`src/rtl/boa_peri_pmu_seq.sv`:
```
// Memory-mapped power sequencer: timed reset pulse, ordered shutdown and one-at-a-time domain switching.
// Optional CTRL write key check is enabled by defining BOA_PMU_KEY_EN.
module boa_peri_pmu_seq #(
    parameter int unsigned        DOMAINS       = 4,
    parameter int unsigned        DELAY_W       = 16,
    parameter int unsigned        DEF_DELAY     = 100,
    parameter int unsigned        RST_CYCLES    = 16,
    parameter logic [DOMAINS-1:0] RESET_DOMAINS = {DOMAINS{1'b1}}
) (
    input  logic               clk,
    input  logic               rst,
    input  logic               bus_re,
    input  logic [3:0]         bus_we,
    input  logic [3:0]         bus_addr,
    input  logic [31:0]        bus_wdata,
    output logic [31:0]        bus_rdata,
    output logic               bus_ready,
    output logic               pmb_rst,
    output logic               pmb_shdn,
    output logic [DOMAINS-1:0] pwr_en,
    output logic               busy
);

    localparam int unsigned RCW = $clog2(RST_CYCLES + 1);

    typedef enum logic [2:0] {
        S_IDLE     = 3'd0,
        S_STEP     = 3'd1,
        S_RST_HOLD = 3'd2,
        S_SHDN_SEQ = 3'd3,
        S_OFF      = 3'd4
    } state_t;

    state_t             state;
    logic [DOMAINS-1:0] domain_en;
    logic [DELAY_W-1:0] delay;
    logic [DELAY_W-1:0] cnt;
    logic [RCW-1:0]     rst_cnt;
    logic               key_ok;
    logic               key_err;
    logic [1:0]         word;
    logic               wr;
    logic               ctrl_wr;
    logic               rst_req;
    logic               shdn_req;
    logic [DELAY_W-1:0] step_len;
    logic [DOMAINS-1:0] diff;
    logic [DOMAINS-1:0] lowest;
    logic [1:0]         state_code;
    logic [31:0]        rd_data;
    logic               unused_addr;

    function automatic logic [31:0] merge(input logic [31:0] old, input logic [31:0] wd,
                                          input logic [3:0] be);
        logic [31:0] r;
        for (int b = 0; b < 4; b++) r[8*b +: 8] = be[b] ? wd[8*b +: 8] : old[8*b +: 8];
        return r;
    endfunction

    function automatic logic [DOMAINS-1:0] top_bit(input logic [DOMAINS-1:0] v);
        logic [DOMAINS-1:0] m;
        m = '0;
        for (int i = 0; i < DOMAINS; i++) begin
            if (v[i]) begin
                m    = '0;
                m[i] = 1'b1;
            end
        end
        return m;
    endfunction

`ifdef BOA_PMU_KEY_EN
    assign key_ok = (bus_wdata[31:16] == 16'hB0A5) && (bus_we[3:2] == 2'b11);

    // Sticky flag for CTRL writes with a bad key; any good-key write clears it.
    always_ff @(posedge clk or negedge rst) begin
        if (!rst)         key_err <= 1'b0;
        else if (ctrl_wr) key_err <= !key_ok;
    end
`else
    assign key_ok  = 1'b1;
    assign key_err = 1'b0;
`endif

    assign bus_ready   = 1'b1;
    assign unused_addr = ^bus_addr[1:0];
    assign word        = bus_addr[3:2];
    assign wr          = |bus_we;
    assign ctrl_wr     = wr && (word == 2'd0) && (state != S_OFF);
    assign rst_req     = ctrl_wr && key_ok && bus_we[0] && bus_wdata[0];
    assign shdn_req    = ctrl_wr && key_ok && bus_we[0] && bus_wdata[1] && !bus_wdata[0];
    assign step_len    = (delay == '0) ? DELAY_W'(1) : delay;
    assign diff        = pwr_en ^ domain_en;
    assign lowest      = diff & (~diff + DOMAINS'(1));
    assign state_code  = (state == S_OFF) ? 2'd3 : state[1:0];
    assign busy        = (state != S_IDLE) || (pwr_en != domain_en);

    always_comb begin
        rd_data = '0;
        case (word)
            2'd1: begin
                rd_data[1:0]          = state_code;
                rd_data[8 +: DOMAINS] = pwr_en;
                rd_data[31]           = key_err;
            end
            2'd2:    rd_data[DOMAINS-1:0] = domain_en;
            2'd3:    rd_data[DELAY_W-1:0] = delay;
            default: rd_data = '0;
        endcase
    end

    // Register file, bus read port and sequencer.
    always_ff @(posedge clk or negedge rst) begin
        if (!rst) begin
            state     <= S_IDLE;
            domain_en <= RESET_DOMAINS;
            delay     <= DELAY_W'(DEF_DELAY);
            cnt       <= '0;
            rst_cnt   <= '0;
            pwr_en    <= '0;
            pmb_rst   <= 1'b0;
            pmb_shdn  <= 1'b0;
            bus_rdata <= '0;
        end else begin
            if (bus_re) bus_rdata <= rd_data;
            if (wr && word == 2'd2 && state != S_SHDN_SEQ && state != S_OFF)
                domain_en <= DOMAINS'(merge(32'(domain_en), bus_wdata, bus_we));
            if (wr && word == 2'd3 && state != S_OFF)
                delay <= DELAY_W'(merge(32'(delay), bus_wdata, bus_we));

            if (rst_req) begin
                state   <= S_RST_HOLD;
                pmb_rst <= 1'b1;
                rst_cnt <= RCW'(RST_CYCLES);
            end else if (shdn_req && (state == S_IDLE || state == S_STEP)) begin
                state     <= S_SHDN_SEQ;
                domain_en <= '0;
                cnt       <= step_len;
            end else begin
                case (state)
                    S_IDLE: begin
                        if (diff != '0) begin
                            pwr_en <= pwr_en ^ lowest;
                            cnt    <= step_len;
                            state  <= S_STEP;
                        end
                    end
                    S_STEP: begin
                        if (cnt <= DELAY_W'(1)) begin
                            cnt   <= '0;
                            state <= S_IDLE;
                        end else begin
                            cnt <= cnt - DELAY_W'(1);
                        end
                    end
                    S_RST_HOLD: begin
                        if (rst_cnt <= RCW'(1)) begin
                            rst_cnt <= '0;
                            pmb_rst <= 1'b0;
                            state   <= S_IDLE;
                        end else begin
                            rst_cnt <= rst_cnt - RCW'(1);
                        end
                    end
                    S_SHDN_SEQ: begin
                        // Shutdown asserts one cycle after the last domain drops.
                        if (pwr_en == '0) begin
                            pmb_shdn <= 1'b1;
                            state    <= S_OFF;
                        end else if (cnt <= DELAY_W'(1)) begin
                            pwr_en <= pwr_en & ~top_bit(pwr_en);
                            cnt    <= step_len;
                        end else begin
                            cnt <= cnt - DELAY_W'(1);
                        end
                    end
                    S_OFF:   state <= S_OFF;
                    default: state <= S_IDLE;
                endcase
            end
        end
    end

endmodule

```
`config.mk`:
```
export PLATFORM = sky130hd
export DESIGN_NAME = boa_peri_pmu_seq
export DESIGN_NICKNAME = d
export VERILOG_FILES = /design/src/rtl/boa_peri_pmu_seq.sv
export SDC_FILE = /design/constraint.sdc
export NUM_CORES = 1
export LEC_CHECK = 0
export CAP_MARGIN = 10
export CORE_UTILIZATION = 45
export DETAILED_ROUTE_END_ITERATION = 7
export PLACE_DENSITY = 0.72
export SYNTH_ARGS = -nofsm -noshare
export SYNTH_HDL_FRONTEND = slang
export SYNTH_SLANG_ARGS = --single-unit
```
`constraint.sdc`:
```
create_clock -name clk -period 5.45 [get_ports clk]
set_input_delay 0.8175 -clock clk [delete_from_list [all_inputs] [get_ports clk]]
set_output_delay 0.8175 -clock clk [all_outputs]
set_load 0.01 [all_outputs]
```
==> run_summary.xml <==
<?xml version="1.0" encoding="UTF-8"?>
<metrics>
  <group name="outcome">
    <metric name="outcome" unit="">finished, final reports clean</metric>
  </group>
  <group name="route">
    <metric name="vias_per_cell" unit="">5.626</metric>
    <metric name="detail_route.first_pass.iterations" unit="">4</metric>
    <metric name="routed_wire_length_per_instance" unit="um">16.14</metric>
    <metric name="drcViolationCount" unit="">0</metric>
    <metric name="iteration_0_drc_count_of_the_detailed_router" unit="">249</metric>
    <metric name="route.vias.total" unit="">3021</metric>
    <metric name="postRouteWirelength" unit="um">8666</metric>
    <metric name="drt.antenna.violating_nets" unit="">0</metric>
  </group>
  <group name="timing">
    <metric name="slew-limit-headroom" unit="%">41.50</metric>
    <metric name="setup_clock_skew_after_layout" unit="ns">0.006246</metric>
    <metric name="final-hold-violation-count" unit="">0</metric>
    <metric name="timing.final.crit_share" unit="%">67.17</metric>
    <metric name="layout_min_cycle_time" unit="ns">3.661</metric>
    <metric name="final.setup.tns" unit="ns">0</metric>
    <metric name="layout_setup_ws" unit="ns">1.789</metric>
    <metric name="final-max-slew-violation-count" unit="">0</metric>
    <metric name="fmax" unit="MHz">273.2</metric>
    <metric name="worstMarginPinSlew" unit="ns">0.8717</metric>
    <metric name="final_setup_violating_endpoints" unit="">0</metric>
    <metric name="rsz0062_at_grt" unit="">false</metric>
  </group>
  <group name="finish">
    <metric name="syn_to_final_growth" unit="%">17.10</metric>
    <metric name="ratio_of_cells_with_drive_above_1_in_the_final_layout" unit="%">13.43</metric>
    <metric name="diodes_inserted" unit="">0</metric>
    <metric name="finalNetCount" unit="">474</metric>
    <metric name="layout.cells.non_filler" unit="">537</metric>
    <metric name="stdcell_area" unit="um2">4447</metric>
  </group>
  <group name="cts">
    <metric name="path_clk_slew" unit="ns">0.07</metric>
    <metric name="cts-resized-gates" unit="">0</metric>
    <metric name="cts_max_path_buffers" unit="">2</metric>
    <metric name="cts_tree" unit="">yes</metric>
    <metric name="cts_root_buffer" unit="">clkbuf_8</metric>
    <metric name="worst_skew_pair.late_latency" unit="ns">0.34</metric>
    <metric name="hold_fix_buffer_count_after_cts" unit="">0</metric>
    <metric name="postCtsSetupRepairBufs" unit="">0</metric>
    <metric name="tritoncts.num_buffers" unit="">9</metric>
    <metric name="number_of_h_tree_levels" unit="">3</metric>
    <metric name="cts.sink_count" unit="">66</metric>
  </group>
  <group name="worst_setup_path">
    <metric name="worst_r2r_startpoint" unit="">domain_en[0]$_DFF_PN1_</metric>
    <metric name="wp_data_required" unit="ns">5.69</metric>
    <metric name="crit_path_start_kind" unit="">input pin</metric>
    <metric name="critical_path_class" unit="">in -&gt; reg</metric>
    <metric name="worstReg2RegEnd" unit="">cnt[1]$_DFFE_PN0P_</metric>
    <metric name="critPathArrivalTime" unit="ns">3.90</metric>
    <metric name="reg2reg_slack" unit="ns">2.65</metric>
    <metric name="critical_path.max_fanout" unit="">15</metric>
    <metric name="timing.critical_path.to_type" unit="">flop</metric>
    <metric name="rr_worst_depth" unit="">5</metric>
    <metric name="critical_path.endpoint" unit="">cnt[1]$_DFFE_PN0P_</metric>
    <metric name="setup.worst_path.start" unit="">bus_addr[3]</metric>
  </group>
  <group name="placement">
    <metric name="detailed_place.area" unit="um2">4214</metric>
    <metric name="pre_cts_slack" unit="ns">1.468</metric>
    <metric name="place.detailed.hpwl" unit="um">6178</metric>
    <metric name="placed_cells" unit="">520</metric>
    <metric name="port-buffer-count" unit="">45</metric>
    <metric name="gpl.final_weighted_congestion" unit="">0.8322</metric>
  </group>
  <group name="global_routing">
    <metric name="grt_max_degree" unit="">67</metric>
    <metric name="grt_pass1_vias" unit="">2872</metric>
    <metric name="global_route_wire_length_before_repair" unit="um">14310</metric>
    <metric name="grt_util_all_layers" unit="%">20.97</metric>
    <metric name="antenna_found_initial" unit="">0</metric>
    <metric name="gr-total-overflow" unit="">0</metric>
  </group>
  <group name="power_and_ir_drop">
    <metric name="vdd_ir_drop_max" unit="mV">0.2081</metric>
    <metric name="sw_frac_of_total" unit="%">37.77</metric>
    <metric name="pwr_density_cell" unit="nW/um2">454.0</metric>
    <metric name="internal_pwr_total" unit="mW">1.256</metric>
    <metric name="power.switching" unit="mW">0.7625</metric>
    <metric name="sequential_fraction_of_design_power" unit="%">42.3</metric>
    <metric name="combPwrFrac" unit="%">34.6</metric>
    <metric name="share_clk_of_total_power" unit="%">23.1</metric>
    <metric name="total_leakage_power" unit="nW">1.856</metric>
  </group>
  <group name="die">
    <metric name="initial_utilization" unit="%">46.45</metric>
    <metric name="std_cell_rows" unit="">33</metric>
    <metric name="chipHeight" unit="um">93.86</metric>
    <metric name="fp.dieW" unit="um">93.86</metric>
    <metric name="io-pin-count" unit="">83</metric>
    <metric name="die_area" unit="um2">8810</metric>
    <metric name="core_region_area" unit="um2">8175</metric>
  </group>
  <group name="synth">
    <metric name="yosys-top-cells-count" unit="">59 x dfrtp_1, 28 x inv_1, 28 x nand2_1</metric>
    <metric name="synth_sequential_area_ratio" unit="%">43.72</metric>
    <metric name="synthDistinctLibCells" unit="">66</metric>
    <metric name="synth_seq_cells" unit="">66</metric>
    <metric name="post_synth_top_area_share" unit="%">38.88</metric>
    <metric name="synth_top_flop_cell" unit="">dfrtp_1</metric>
    <metric name="synth_enable_flop_cells" unit="">0</metric>
    <metric name="synth_area_leaders" unit="">dfrtp_1 39%, mux2_2 5.0%, mux2i_1 5.0%, dfstp_2 4.8%, buf_4 3.8%</metric>
    <metric name="postSynthCellCount" unit="">387</metric>
    <metric name="synth_top_cell_by_area" unit="">dfrtp_1</metric>
    <metric name="post_synth.cell_area_avg" unit="um2">9.812</metric>
    <metric name="netlist_area" unit="um2">3797</metric>
    <metric name="synth_warnings" unit="">0</metric>
    <metric name="post-synth-top-count-cell" unit="">dfrtp_1</metric>
    <metric name="postSynth.asyncResetShare" unit="%">100.0</metric>
  </group>
  <group name="job">
    <metric name="drv.max_cap_violation_count" unit="">0</metric>
  </group>
  <group name="hold_path">
    <metric name="worstHoldPathType" unit="">reg -&gt; reg</metric>
    <metric name="hold_sp" unit="">pmb_shdn$_DFFE_PN0P_</metric>
  </group>
</metrics>
==> worst max-delay path: stages <==
cell,delay (ns)
clkdlybuf4s50_1,0.75
nor4b_2,0.50
nand2_1,0.17
a311oi_2,0.72
o21ai_1,0.54
o32ai_1,0.39
==> cell usage in the layout (no fill, tap or decap), drive strengths merged, types with 4 or more instances in the layout <==
master         instances
a21oi                 14
buf                    4
clkbuf                10
clkdlybuf4s50         44
conb                  17
dfrtp                 59
dfstp                  7
ha                     4
inv                   28
mux2                  17
mux2i                 19
nand2                 29
nand2b                 4
nand3                  9
nor2                  24
nor3                  17
nor4                  12
o21ai                 25
o22ai                 18
o2bb2ai               10
==> worst min path at each step <==
stage	endpoint	cells past startpoint
floorplan	delay[0]$_DFFE_PN0P_	2
global placement	pmb_shdn$_DFFE_PN0P_	1
detailed placement	pmb_shdn$_DFFE_PN0P_	1
CTS	pmb_shdn$_DFFE_PN0P_	1
global route	pmb_shdn$_DFFE_PN0P_	1
finish	pmb_shdn$_DFFE_PN0P_	1
==> cell families (layout without fill, tap and decap cells) <==
family / Yosys count / in the layout / share of synthesized area [%]
XOR/XNOR: 5 / 5 / 1.153
AO/OA/AOI/OAI: 95 / 95 / 17.10
flip-flops: 66 / 66 / 43.72
adder cells (fa/ha/maj): 4 / 4 / 1.318
buffers and inverters: 62 / 92 / 8.863
multiplexers: 36 / 36 / 10.05
other: 2 / 17 / 0.1978
AND/OR/NAND/NOR: 117 / 117 / 17.59
==> layout make-up <==
cell class                      count  area (um2)
Clock buffer                       10       137.6
Clock inverter                      6       90.09
Fill cell                         748        3729
Inverter                           28       105.1
Multi-Input combinational cell    274        1857
Sequential cell                    66        1660
Tap cell                          105       131.4
Timing Repair Buffer               48       465.4
==> sequential cells by signal, indices dropped and copies added (netlist names), named ones only <==
register / cells
bus_rdata: 16
cnt: 16
delay: 16
rst_cnt: 5
state: 3
domain_en: 4
pmb_rst: 1
pmb_shdn: 1
pwr_en: 2
==> power by group through the flow <==
stage               clock network (mW)  logic [mW]  registers, mW
global placement                     0       0.670          0.854
CTS                              0.478       0.696          0.852
finish                           0.466       0.698          0.854
floorplan                            0       0.563          0.792
detailed placement                   0       0.693          0.859
global route                     0.494       0.772          0.879
==> per-stage QoR <==
stage          total power [mW]  hold WS, ns  util [%]
3_5_place_dp              1.553       0.4698     51.55
6_report                  2.019       0.4838     54.39
5_1_grt                   2.145       0.5178     54.39
4_1_cts                   2.026       0.4906     54.33
3_3_place_gp              1.524       0.4688     51.55
2_1_floorplan             1.355       0.4667         -
==> routing by layer <==
metal  global-route usage (%)  share of wire [%]  up-vias  wire, um
met5                        0                  0        -         0
met4                    9.615                1.6        0       136
met3                    3.236                4.5       13       387
met2                    32.60                 48       91      4127
met1                    28.68                 46     1467      4015
li1                         -                  -     1450         -
Power figures use the tool's default switching activity.
==> RTL change: new RTL, same settings <==
The option `BOA_PMU_KEY_EN` is turned on by a define.
--- a/src/rtl/boa_peri_pmu_seq.sv
+++ b/src/rtl/boa_peri_pmu_seq.sv
@@ -1,4 +1,6 @@
 // Memory-mapped power sequencer: timed reset pulse, ordered shutdown and one-at-a-time domain switching.
 // Optional CTRL write key check is enabled by defining BOA_PMU_KEY_EN.
+`define BOA_PMU_KEY_EN
+
 module boa_peri_pmu_seq #(
     parameter int unsigned        DOMAINS       = 4,
Behaviour: not the same (Yosys sat finds a counterexample within 4 cycles, from zero or initial values and one cycle with rst low).
==> RTL change against the unedited design <==
  * Clock skew rose by 4.6 ps
  * Register-to-register slack worse by 260 ps
  * Critical path depth up 1
  * Cell area is 4.5% higher
  * Sequential power fell by 13%
  * Synthesized area fell by 0.23%
  * Combinational power decreased by 39%
  * Utilization grew 2.5 points
  * First-iteration DRC count shrank 16%
  * Sequential cell count rose by 2
  * Routed wire length increased by 5.6%
  * Power down 19%
  * Sequential share of layout area decreased by 0.54 points
  * Setup slack better by 20 ps
==> RTL change: results (changes against the unedited design) <==
antenna violations before repair=0 (unchanged); GP Congestion=0.923 (+11%); critical path's largest stage delay=710 ps (-40 ps); CP max FO=22 (+7); routing usage on met1=0.311 (+0.0242); Leak=0.00197 uW (+6.3%); Resize count post-CTS=0 (unchanged); initial DRC count=209 (-16%); Hold Crit Start=pmb_shdn; Setup-failing EPs final=0 (unchanged); flop2flop setup slack=2390 ps (-260 ps); asr flop ratio synth=1.00 (unchanged); Max H-tree Level=3 (unchanged); first-pass GRT wire length=15200 um (+5.9%); R2R cell count=6 (+1); largest net degree at the start of global routing=69 (+3.0%); Slew @ Worst Pin=1030 ps (+155 ps); crit path DAT=3860 ps (-40 ps); Synth Area in Adders=0.0132 (+0.0000305); clk root buf=clkbuf_8; most frequent cells after synthesis=dfrtp_1, inv_1, nor2_1; GR Util All Layers=0.226 (+0.0162); r2r startpoint=state[2]; Worst Hold End=pmb_shdn; chip width=93.8 um (-0.11%); XOR/XNOR share of the synthesized area=0.00925 (-0.00229); grt met2 use=0.352 (+0.0262); clock buffer depth=2 (unchanged); Worst Hold Class=reg -> reg; synth unique cells=54 (-18%); routed len/inst=15.8 um (-1.9%); biggest regs=bus_rdata x17, cnt x16, delay x16; VDD IR-drop max=242 uV (+16%); vias in the first global route=2973 (+3.5%); Area contributors post-synth=dfrtp_1, mux2_2, dfstp_2; Final Skew=10.8 ps (+4.55 ps); Reg2Reg Capture Point=cnt[2]; share of cells above drive strength 1=0.112 (-0.0222); Worst path top cell family by delay=simple AND/OR/NAND/NOR gates; vias per inst=5.55 (-1.4%); number of diodes=0 (unchanged); met3 usage=0.0461 (+0.0138); compound-cell area share of the yosys netlist=0.147 (-0.0244); mux share of post-synthesis cell area=0.0984 (-0.00208); Top FF cell, synth=dfrtp_1; outcome=complete, no violations; Detailed Place HPWL=6530 um (+5.7%); Worst-Skew Late Latency=350 ps; Nets=515 (+8.6%); Clk pin slew, worst setup/hold paths=80 ps; post-CTS setup buffer count=0 (unchanged); synthesis warning total=0 (unchanged); register area share after synthesis=0.451 (+0.0142); port bufs=64 (+42%); CP max stage cell=clkdlybuf4s50_1; # fillers=722 (-3.5%)
## RTL change: changes by cell type after synthesis, sizes merged, moves of 6 or more
| cell | change |
|---|---|
| buf | -9 |
| nor2 | +9 |
| clkbuf | +9 |
| inv | +6 |
| o22ai | +8 |
| o2bb2ai | -9 |
| a21oi | +11 |
## RTL change: worst register-to-register path: stages, from the launching register on
cell and delay (ps):
dfrtp_1 470, nor3b_2 240, or4b_4 590, nor3_2 510, a211o_1 610, o21bai_4 340
o21ai_0 180
## RTL change: power by group
part	switching, uW	internal [uW]	total, uW
combinational	218	205	423
clock	216	260	476
sequential	122	621	743
total	556	1090	1640
## RTL change: logic make-up (layout without fill, tap and decap cells)
family                   Yosys count  in the layout
buffers and inverters             68            117
flip-flops                        68             68
multiplexers                      35             35
XOR/XNOR                           4              4
AO/OA/AOI/OAI                     90             90
other                              2             16
adder cells (fa/ha/maj)            4              4
AND/OR/NAND/NOR                  139            139
## RTL change: worst max path at each step
| stage | from | end | depth (start not counted) |
|---|---|---|---|
| after floorplan | bus_wdata[30] | cnt[0] | 7 |
| after global routing | bus_addr[3] | cnt[2] | 7 |
| after global placement | bus_addr[3] | cnt[7] | 7 |
| after detailed placement | bus_addr[3] | cnt[2] | 7 |
| after CTS | bus_addr[3] | cnt[2] | 7 |
| final | bus_addr[3] | cnt[2] | 7 |
## RTL change: routing by layer
| metal | wire length [um] | vias up |
|---|---|---|
| li1 | - | 1543 |
| met1 | 4260 | 1549 |
| met2 | 4340 | 103 |
| met3 | 408 | 11 |
| met4 | 141 | 0 |
| met5 | 0 | - |
## RTL change: layout make-up
| cell class | count | area, um^2 | share of cell area |
|---|---|---|---|
| inverter | 34 | 128 | 0.0275 |
| tap | 105 | 131 | 0.0283 |
| clock buffer | 9 | 124 | 0.0266 |
| timing repair buffer | 67 | 658 | 0.142 |
| clock inverter | 7 | 98.8 | 0.0213 |
| sequential | 68 | 1710 | 0.368 |
| multi-input combinational | 288 | 1800 | 0.387 |
## RTL change: stage by stage
step | util | worst slack, ps | instance area, um^2 | instances | hold WS, ps
2_1_floorplan | - | 2800 | 3840 | 424 | 457
5_1_grt | 0.569 | 1560 | 4650 | 578 | 527
3_3_place_gp | 0.541 | 1480 | 4430 | 562 | 465
3_5_place_dp | 0.541 | 1420 | 4430 | 562 | 480
4_1_cts | 0.569 | 1810 | 4650 | 578 | 501
6_report | 0.569 | 1810 | 4650 | 578 | 498
